File: src/rtl/approx_acc_pkg.sv
// rtl/approx_acc_pkg.sv - shared constants and FSM state encoding for the product accumulator
// Macro: APPROX_ACC_SAT_EN (used by approx_acc_add) selects saturating accumulation.
package approx_acc_pkg;

    localparam int DEF_ACC_W = 24;
    localparam int DEF_CNT_W = 8;
    localparam int PROD_W    = 16;

    typedef enum logic [1:0] {
        ST_IDLE  = 2'd0,
        ST_ACCUM = 2'd1,
        ST_HOLD  = 2'd2
    } acc_state_e;

endpackage

File: src/rtl/approx_prod_accum_if.sv
// rtl/approx_prod_accum_if.sv - product beat input and result output handshake bundle
// Signals:
//   in_valid/in_ready/in_prod/in_last      : product beat stream into the accumulator
//   out_valid/out_ready/out_sum/out_cnt/out_ovf : dot-product result toward the consumer
// Modports: master = upstream/consumer side, slave = accumulator side.
interface approx_prod_accum_if
    import approx_acc_pkg::*;
#(
    parameter int ACC_W = DEF_ACC_W,
    parameter int CNT_W = DEF_CNT_W
);
    logic              in_valid;
    logic              in_ready;
    logic [PROD_W-1:0] in_prod;
    logic              in_last;
    logic              out_valid;
    logic              out_ready;
    logic [ACC_W-1:0]  out_sum;
    logic [CNT_W-1:0]  out_cnt;
    logic              out_ovf;

    modport master (
        output in_valid, in_prod, in_last, out_ready,
        input  in_ready, out_valid, out_sum, out_cnt, out_ovf
    );

    modport slave (
        input  in_valid, in_prod, in_last, out_ready,
        output in_ready, out_valid, out_sum, out_cnt, out_ovf
    );
endinterface

File: src/rtl/approx_acc_add.sv
// rtl/approx_acc_add.sv - ACC_W-bit accumulate adder with carry-out and optional saturation
// Ports:
//   i_acc   : current accumulator value
//   i_prod  : 16-bit unsigned product, zero-extended before the add
//   o_sum   : next accumulator value (wrapped, or clamped when APPROX_ACC_SAT_EN is defined)
//   o_carry : carry out of bit ACC_W-1 (overflow of this addition)
// Macro: APPROX_ACC_SAT_EN
module approx_acc_add
    import approx_acc_pkg::*;
#(
    parameter int ACC_W = DEF_ACC_W
) (
    input  logic [ACC_W-1:0]  i_acc,
    input  logic [PROD_W-1:0] i_prod,
    output logic [ACC_W-1:0]  o_sum,
    output logic              o_carry
);
    logic [ACC_W:0] w_full;

    assign w_full  = {1'b0, i_acc} + (ACC_W+1)'(i_prod);
    assign o_carry = w_full[ACC_W];

`ifdef APPROX_ACC_SAT_EN
    // Once clamped at all-ones, any nonzero addend carries again and re-clamps,
    // so the value stays pinned for the rest of the dot product.
    assign o_sum = o_carry ? {ACC_W{1'b1}} : w_full[ACC_W-1:0];
`else
    assign o_sum = w_full[ACC_W-1:0];
`endif
endmodule

File: src/rtl/approx_prod_accum.sv
// rtl/approx_prod_accum.sv - accumulates approximate-multiplier products into a dot-product result
// Ports:
//   clk : clock, rising edge
//   rst : synchronous active-high reset
//   bus : approx_prod_accum_if.slave (beat stream in, result out)
// Macro: APPROX_ACC_SAT_EN (saturate instead of wrap; forwarded to approx_acc_add)
module approx_prod_accum
    import approx_acc_pkg::*;
#(
    parameter int ACC_W = DEF_ACC_W,
    parameter int CNT_W = DEF_CNT_W
) (
    input  logic               clk,
    input  logic               rst,
    approx_prod_accum_if.slave bus
);
    localparam logic [1:0] S_IDLE  = ST_IDLE;
    localparam logic [1:0] S_ACCUM = ST_ACCUM;
    localparam logic [1:0] S_HOLD  = ST_HOLD;

    logic [1:0]       r_state;
    logic [ACC_W-1:0] r_acc;
    logic [CNT_W-1:0] r_cnt;
    logic             r_ovf;

    logic             w_in_ready;
    logic             w_out_valid;
    logic             w_accept;
    logic [ACC_W-1:0] w_sum;
    logic             w_carry;

    // Outputs are gated by rst so nothing is advertised while reset is held,
    // even in the first reset cycle before the state register clears.
    assign w_in_ready  = !rst && (r_state != S_HOLD);
    assign w_out_valid = !rst && (r_state == S_HOLD);
    assign w_accept    = bus.in_valid && w_in_ready;

    approx_acc_add #(.ACC_W(ACC_W)) u_add (
        .i_acc   (r_acc),
        .i_prod  (bus.in_prod),
        .o_sum   (w_sum),
        .o_carry (w_carry)
    );

    always_ff @(posedge clk) begin
        if (rst) begin
            r_state <= S_IDLE;
            r_acc   <= '0;
            r_cnt   <= '0;
            r_ovf   <= 1'b0;
        end else begin
            case (r_state)
                S_IDLE: begin
                    if (w_accept) begin
                        r_acc   <= ACC_W'(bus.in_prod);
                        r_cnt   <= CNT_W'(1);
                        r_ovf   <= 1'b0;
                        r_state <= bus.in_last ? S_HOLD : S_ACCUM;
                    end
                end
                S_ACCUM: begin
                    if (w_accept) begin
                        r_acc   <= w_sum;
                        // Beat count sticks at all-ones; summing continues regardless.
                        r_cnt   <= (r_cnt == {CNT_W{1'b1}}) ? r_cnt : r_cnt + CNT_W'(1);
                        r_ovf   <= r_ovf | w_carry;
                        r_state <= bus.in_last ? S_HOLD : S_ACCUM;
                    end
                end
                S_HOLD: begin
                    if (bus.out_ready) begin
                        r_state <= S_IDLE;
                    end
                end
                default: r_state <= S_IDLE;
            endcase
        end
    end

    assign bus.in_ready  = w_in_ready;
    assign bus.out_valid = w_out_valid;
    assign bus.out_sum   = w_out_valid ? r_acc : '0;
    assign bus.out_cnt   = w_out_valid ? r_cnt : '0;
    assign bus.out_ovf   = w_out_valid ? r_ovf : 1'b0;
endmodule

File: src/flat_wrapper.sv
// flat-port wrapper written by rule: the top's interface ports become plain ports
module approx_prod_accum_flat import approx_acc_pkg::*;
#(
    parameter int ACC_W = DEF_ACC_W,
    parameter int CNT_W = DEF_CNT_W
)
  (clk, rst, bus_in_valid, bus_in_prod, bus_in_last, bus_out_ready, bus_in_ready, bus_out_valid, bus_out_sum, bus_out_cnt, bus_out_ovf);
  approx_prod_accum_if #(.ACC_W(ACC_W), .CNT_W(CNT_W)) bus_i ();
  input  logic clk;
  input  logic rst;
  input wire logic [$bits(bus_i.in_valid)-1:0] bus_in_valid;
  input wire logic [$bits(bus_i.in_prod)-1:0] bus_in_prod;
  input wire logic [$bits(bus_i.in_last)-1:0] bus_in_last;
  input wire logic [$bits(bus_i.out_ready)-1:0] bus_out_ready;
  output wire logic [$bits(bus_i.in_ready)-1:0] bus_in_ready;
  output wire logic [$bits(bus_i.out_valid)-1:0] bus_out_valid;
  output wire logic [$bits(bus_i.out_sum)-1:0] bus_out_sum;
  output wire logic [$bits(bus_i.out_cnt)-1:0] bus_out_cnt;
  output wire logic [$bits(bus_i.out_ovf)-1:0] bus_out_ovf;
  assign bus_i.in_valid = bus_in_valid;
  assign bus_i.in_prod = bus_in_prod;
  assign bus_i.in_last = bus_in_last;
  assign bus_i.out_ready = bus_out_ready;
  assign bus_in_ready = bus_i.in_ready;
  assign bus_out_valid = bus_i.out_valid;
  assign bus_out_sum = bus_i.out_sum;
  assign bus_out_cnt = bus_i.out_cnt;
  assign bus_out_ovf = bus_i.out_ovf;
  approx_prod_accum #(.ACC_W(ACC_W), .CNT_W(CNT_W)) u_core (.clk(clk), .rst(rst), .bus(bus_i));
endmodule
File: config.mk
export PLATFORM = sky130hd
export DESIGN_NAME = approx_prod_accum_flat
export DESIGN_NICKNAME = d
export VERILOG_FILES = /design/src/rtl/approx_acc_pkg.sv /design/src/rtl/approx_prod_accum_if.sv /design/src/rtl/approx_acc_add.sv /design/src/rtl/approx_prod_accum.sv /design/src/flat_wrapper.sv
export SDC_FILE = /design/constraint.sdc
export NUM_CORES = 1
export LEC_CHECK = 0
export ABC_AREA = 1
export CAP_MARGIN = 5
export CORE_ASPECT_RATIO = 0.6
export CORE_MARGIN = 3
export CORE_UTILIZATION = 48
export DETAILED_ROUTE_END_ITERATION = 10
export PLACE_DENSITY = 0.85
export SLEW_MARGIN = 20
export SYNTH_ARGS = -nofsm -noshare
export SYNTH_HDL_FRONTEND = slang
export SYNTH_SLANG_ARGS = --single-unit
File: constraint.sdc
create_clock -name clk -period 1.7 [get_ports clk]
set_input_delay 0.34 -clock clk [delete_from_list [all_inputs] [get_ports clk]]
set_output_delay 0.34 -clock clk [all_outputs]
set_load 0.01 [all_outputs]
==> flow_summary.json <==
{
  "layout_commonest_cell": "nand2_1",
  "p_leak_uw": 0.002241,
  "peakVddDrop_mv": 0.3898,
  "stdcell_count": 719,
  "die_x_um": 107.6,
  "holdWs_ns": 0.4884,
  "routed_wirelength_um": 13950,
  "r2r_cells": 12,
  "finalCritPeriodShare_pct": 114.3,
  "place_ws_ns": -0.7520,
  "grt_use_total_pct": 30.25,
  "worstPathArrival_ns": 1.60,
  "io_pins": 56,
  "drive_above_1_share_pct": 40.38,
  "syn_area_um2": 2975,
  "place.gp.congestion": 0.8945,
  "rows": 21,
  "numCtsBuffers": 5,
  "syn_area_per_cell_um2": 5.744,
  "grt_pass1_wl_um": 17170,
  "synth_seq_cells": 35,
  "fin_crit_ns": 1.943,
  "drt_pass1_iterations": 7,
  "post-dp-hpwl_um": 7045,
  "worstReg2RegStart": "u_core.r_acc[13]$_SDFFE_PP0P_",
  "drtIter0Drc": 602,
  "tightest_slew_ns": 0.3904,
  "vias": 4404,
  "relSlewSlack_pct": 73.77,
  "gr-total-overflow": 0,
  "layout.nets": 677,
  "status": "complete, but fails checks",
  "hp-class": "primary input to flip-flop",
  "initial_core_util_pct": 51.47,
  "htreeDepth": 2,
  "power.density_nw_per_um2": 603.1,
  "rrSetupSlack_ns": -0.24,
  "ys_seq_area_share_pct": 23.55,
  "seqPwrFrac_pct": 31.1,
  "via_per_inst": 6.125,
  "internal-power_uw": 1804,
  "antennaDiodeCount": 0,
  "place.port_buffers": 55,
  "power.total_uw": 2913,
  "core_area_um2": 5781,
  "violations": "negative setup slack",
  "p_sw_share_pct": 38.06,
  "rsz0062_at_grt": "true",
  "crit_required_ns": 1.36,
  "cts_hold_buf": 0,
  "drt.antenna.violating_nets": 0,
  "clkLatencyLatePin_ns": 0.30,
  "crit_type": "flip-flop to primary output",
  "die_area_um2": 7210,
  "endpoint_kind": "primary output",
  "most-common-layout-cells": "nand2_1 (119), inv_1 (86), nor2_1 (57)",
  "wl_per_cell_um": 19.40,
  "setup_slack_ns": -0.2431,
  "p_switching_uw": 1109,
  "antenna_found_initial": 0,
  "placedCellCount": 694,
  "reg2reg_to": "u_core.r_acc[14]$_SDFFE_PP0P_",
  "synth_warnings": 0,
  "area_delta_synth_final_pct": 62.32,
  "fin_skew_ns": 0.004378,
  "grt_max_degree": 24,
  "synth_cell_types": 34,
  "cts.sinks": 35,
  "holdCritStartpoint": "bus_in_prod[2]",
  "cp-start-kind": "flip-flop",
  "netlist_instances": 518,
  "root_buffer": "clkbuf_8",
  "max_freq_mhz": 514.7,
  "synth_nets": 557,
  "clk_path_buf_depth": 2,
  "cap_violations": 0,
  "holdPathStages": 3,
  "p_clk_share_pct": 28.5,
  "hold_end": "u_core.r_acc[2]$_SDFFE_PP0P_",
  "hold_violations": 0,
  "setup_viol": 62,
  "cts_tree": "done",
  "clk_pin_slew_ns": 0.09,
  "crit_fanout": 9,
  "combPwrFrac_pct": 40.4,
  "drc": 0,
  "setup_tns_ns": -8.898,
  "die_y_um": 66.99,
  "grt_pass1_vias": 3729,
  "drv_slew": 0
}
==> cell usage after synthesis, drive strengths merged <==
library cell  count  area [um2]
clkbuf            2       7.510
ha               17       212.7
fa                1       20.02
o21a              1       7.510
nand2           151       576.8
or2               3       18.77
o32ai             1       8.760
dfxtp            35       700.7
nand3b            1       11.26
o21ai            10       50.04
a21oi            36       183.9
o211ai            1       7.510
xor2              1       8.760
o221ai            5       43.79
nand3            36       185.2
buf               9       63.81
o22ai             1       6.260
o31ai             1       7.510
inv             100       375.4
nor2             86       332.8
nor4              2       25.02
nor3             15       102.6
nand4             3       18.77
==> routing by layer <==
layer  GRT usage [%]  wire (um)  vias to the layer above
met5               0          0                        -
met4           10.55       1134                        0
met3           5.324       1758                      160
met2           53.79       6168                      459
met1           37.01       4889                     1942
li1                -          -                     1843
==> cell families after synthesis <==
kind of cell	Yosys count	synth area share, %
buffers and inverters	111	15.01
AO/OA/AOI/OAI	56	10.60
flip-flops	35	23.55
AND/OR/NAND/NOR	297	42.73
XOR/XNOR	1	0.2944
adder cells (fa/ha/maj)	18	7.822
==> state kept, by name, summed over array words and instances (netlist names) <==
name,count
u_core.r_ovf,1
u_core.r_state,2
u_core.r_cnt,8
u_core.r_acc,24
==> power by group through the flow <==
stage	logic, uW	registers, uW	clock network, uW
floorplan	449	894	0
CTS	912	896	795
finish	1180	906	830
global placement	746	896	0
global route	1240	909	832
detailed placement	777	898	0
==> critical path: stages (launching register included) <==
cell and delay [ns]:
dfxtp_2 0.35, inv_2 0.06, nor3_4 0.26, clkinv_4 0.17, clkbuf_16 0.21, nor2_2 0.11
buf_2 0.14
==> area by class of cell <==
| cell class | instances | area (um2) |
|---|---|---|
| timing repair buffer | 124 | 1037 |
| inverter | 100 | 385.4 |
| clock inverter | 3 | 43.79 |
| fill | 310 | 950.9 |
| sequential | 35 | 720.7 |
| multi-input combinational | 372 | 2474 |
| clock buffer | 5 | 68.82 |
| tap | 80 | 100.1 |
==> metrics by stage <==
| stage | utilization, % | cell area, um2 |
|---|---|---|
| 2_1_floorplan | - | 2980 |
| 3_3_place_gp | 68.77 | 3975 |
| 3_5_place_dp | 68.77 | 3975 |
| 4_1_cts | 75.15 | 4344 |
| 5_1_grt | 83.55 | 4830 |
| 6_report | 83.55 | 4830 |
==> repair_timing <==
item | CTS | global route
endpoints found under the setup margin | 65 | 65
gates resized for setup | 234 | 105
pin swaps | 24 | 31
buffers inserted | 7 | 9
gates cloned | 1 | 2
==> worst max-delay path by stage <==
stage	slack [ns]	end	start
after floorplan	0.01	u_core.r_acc[8]$_SDFFE_PP0P_	bus_in_prod[0]
after global placement	-0.61	u_core.r_acc[16]$_SDFFE_PP0P_	bus_in_prod[0]
after detailed placement	-0.75	bus_out_ovf	rst
after CTS	-0.12	u_core.r_acc[20]$_SDFFE_PP0P_	u_core.r_acc[0]$_SDFFE_PP0P_
after global routing	-0.32	u_core.r_acc[14]$_SDFFE_PP0P_	u_core.r_acc[13]$_SDFFE_PP0P_
final	-0.24	bus_out_sum[19]	u_core.r_state[1]$_SDFFE_PP0P_
Note: power is estimated with default switching activity, not from simulation.
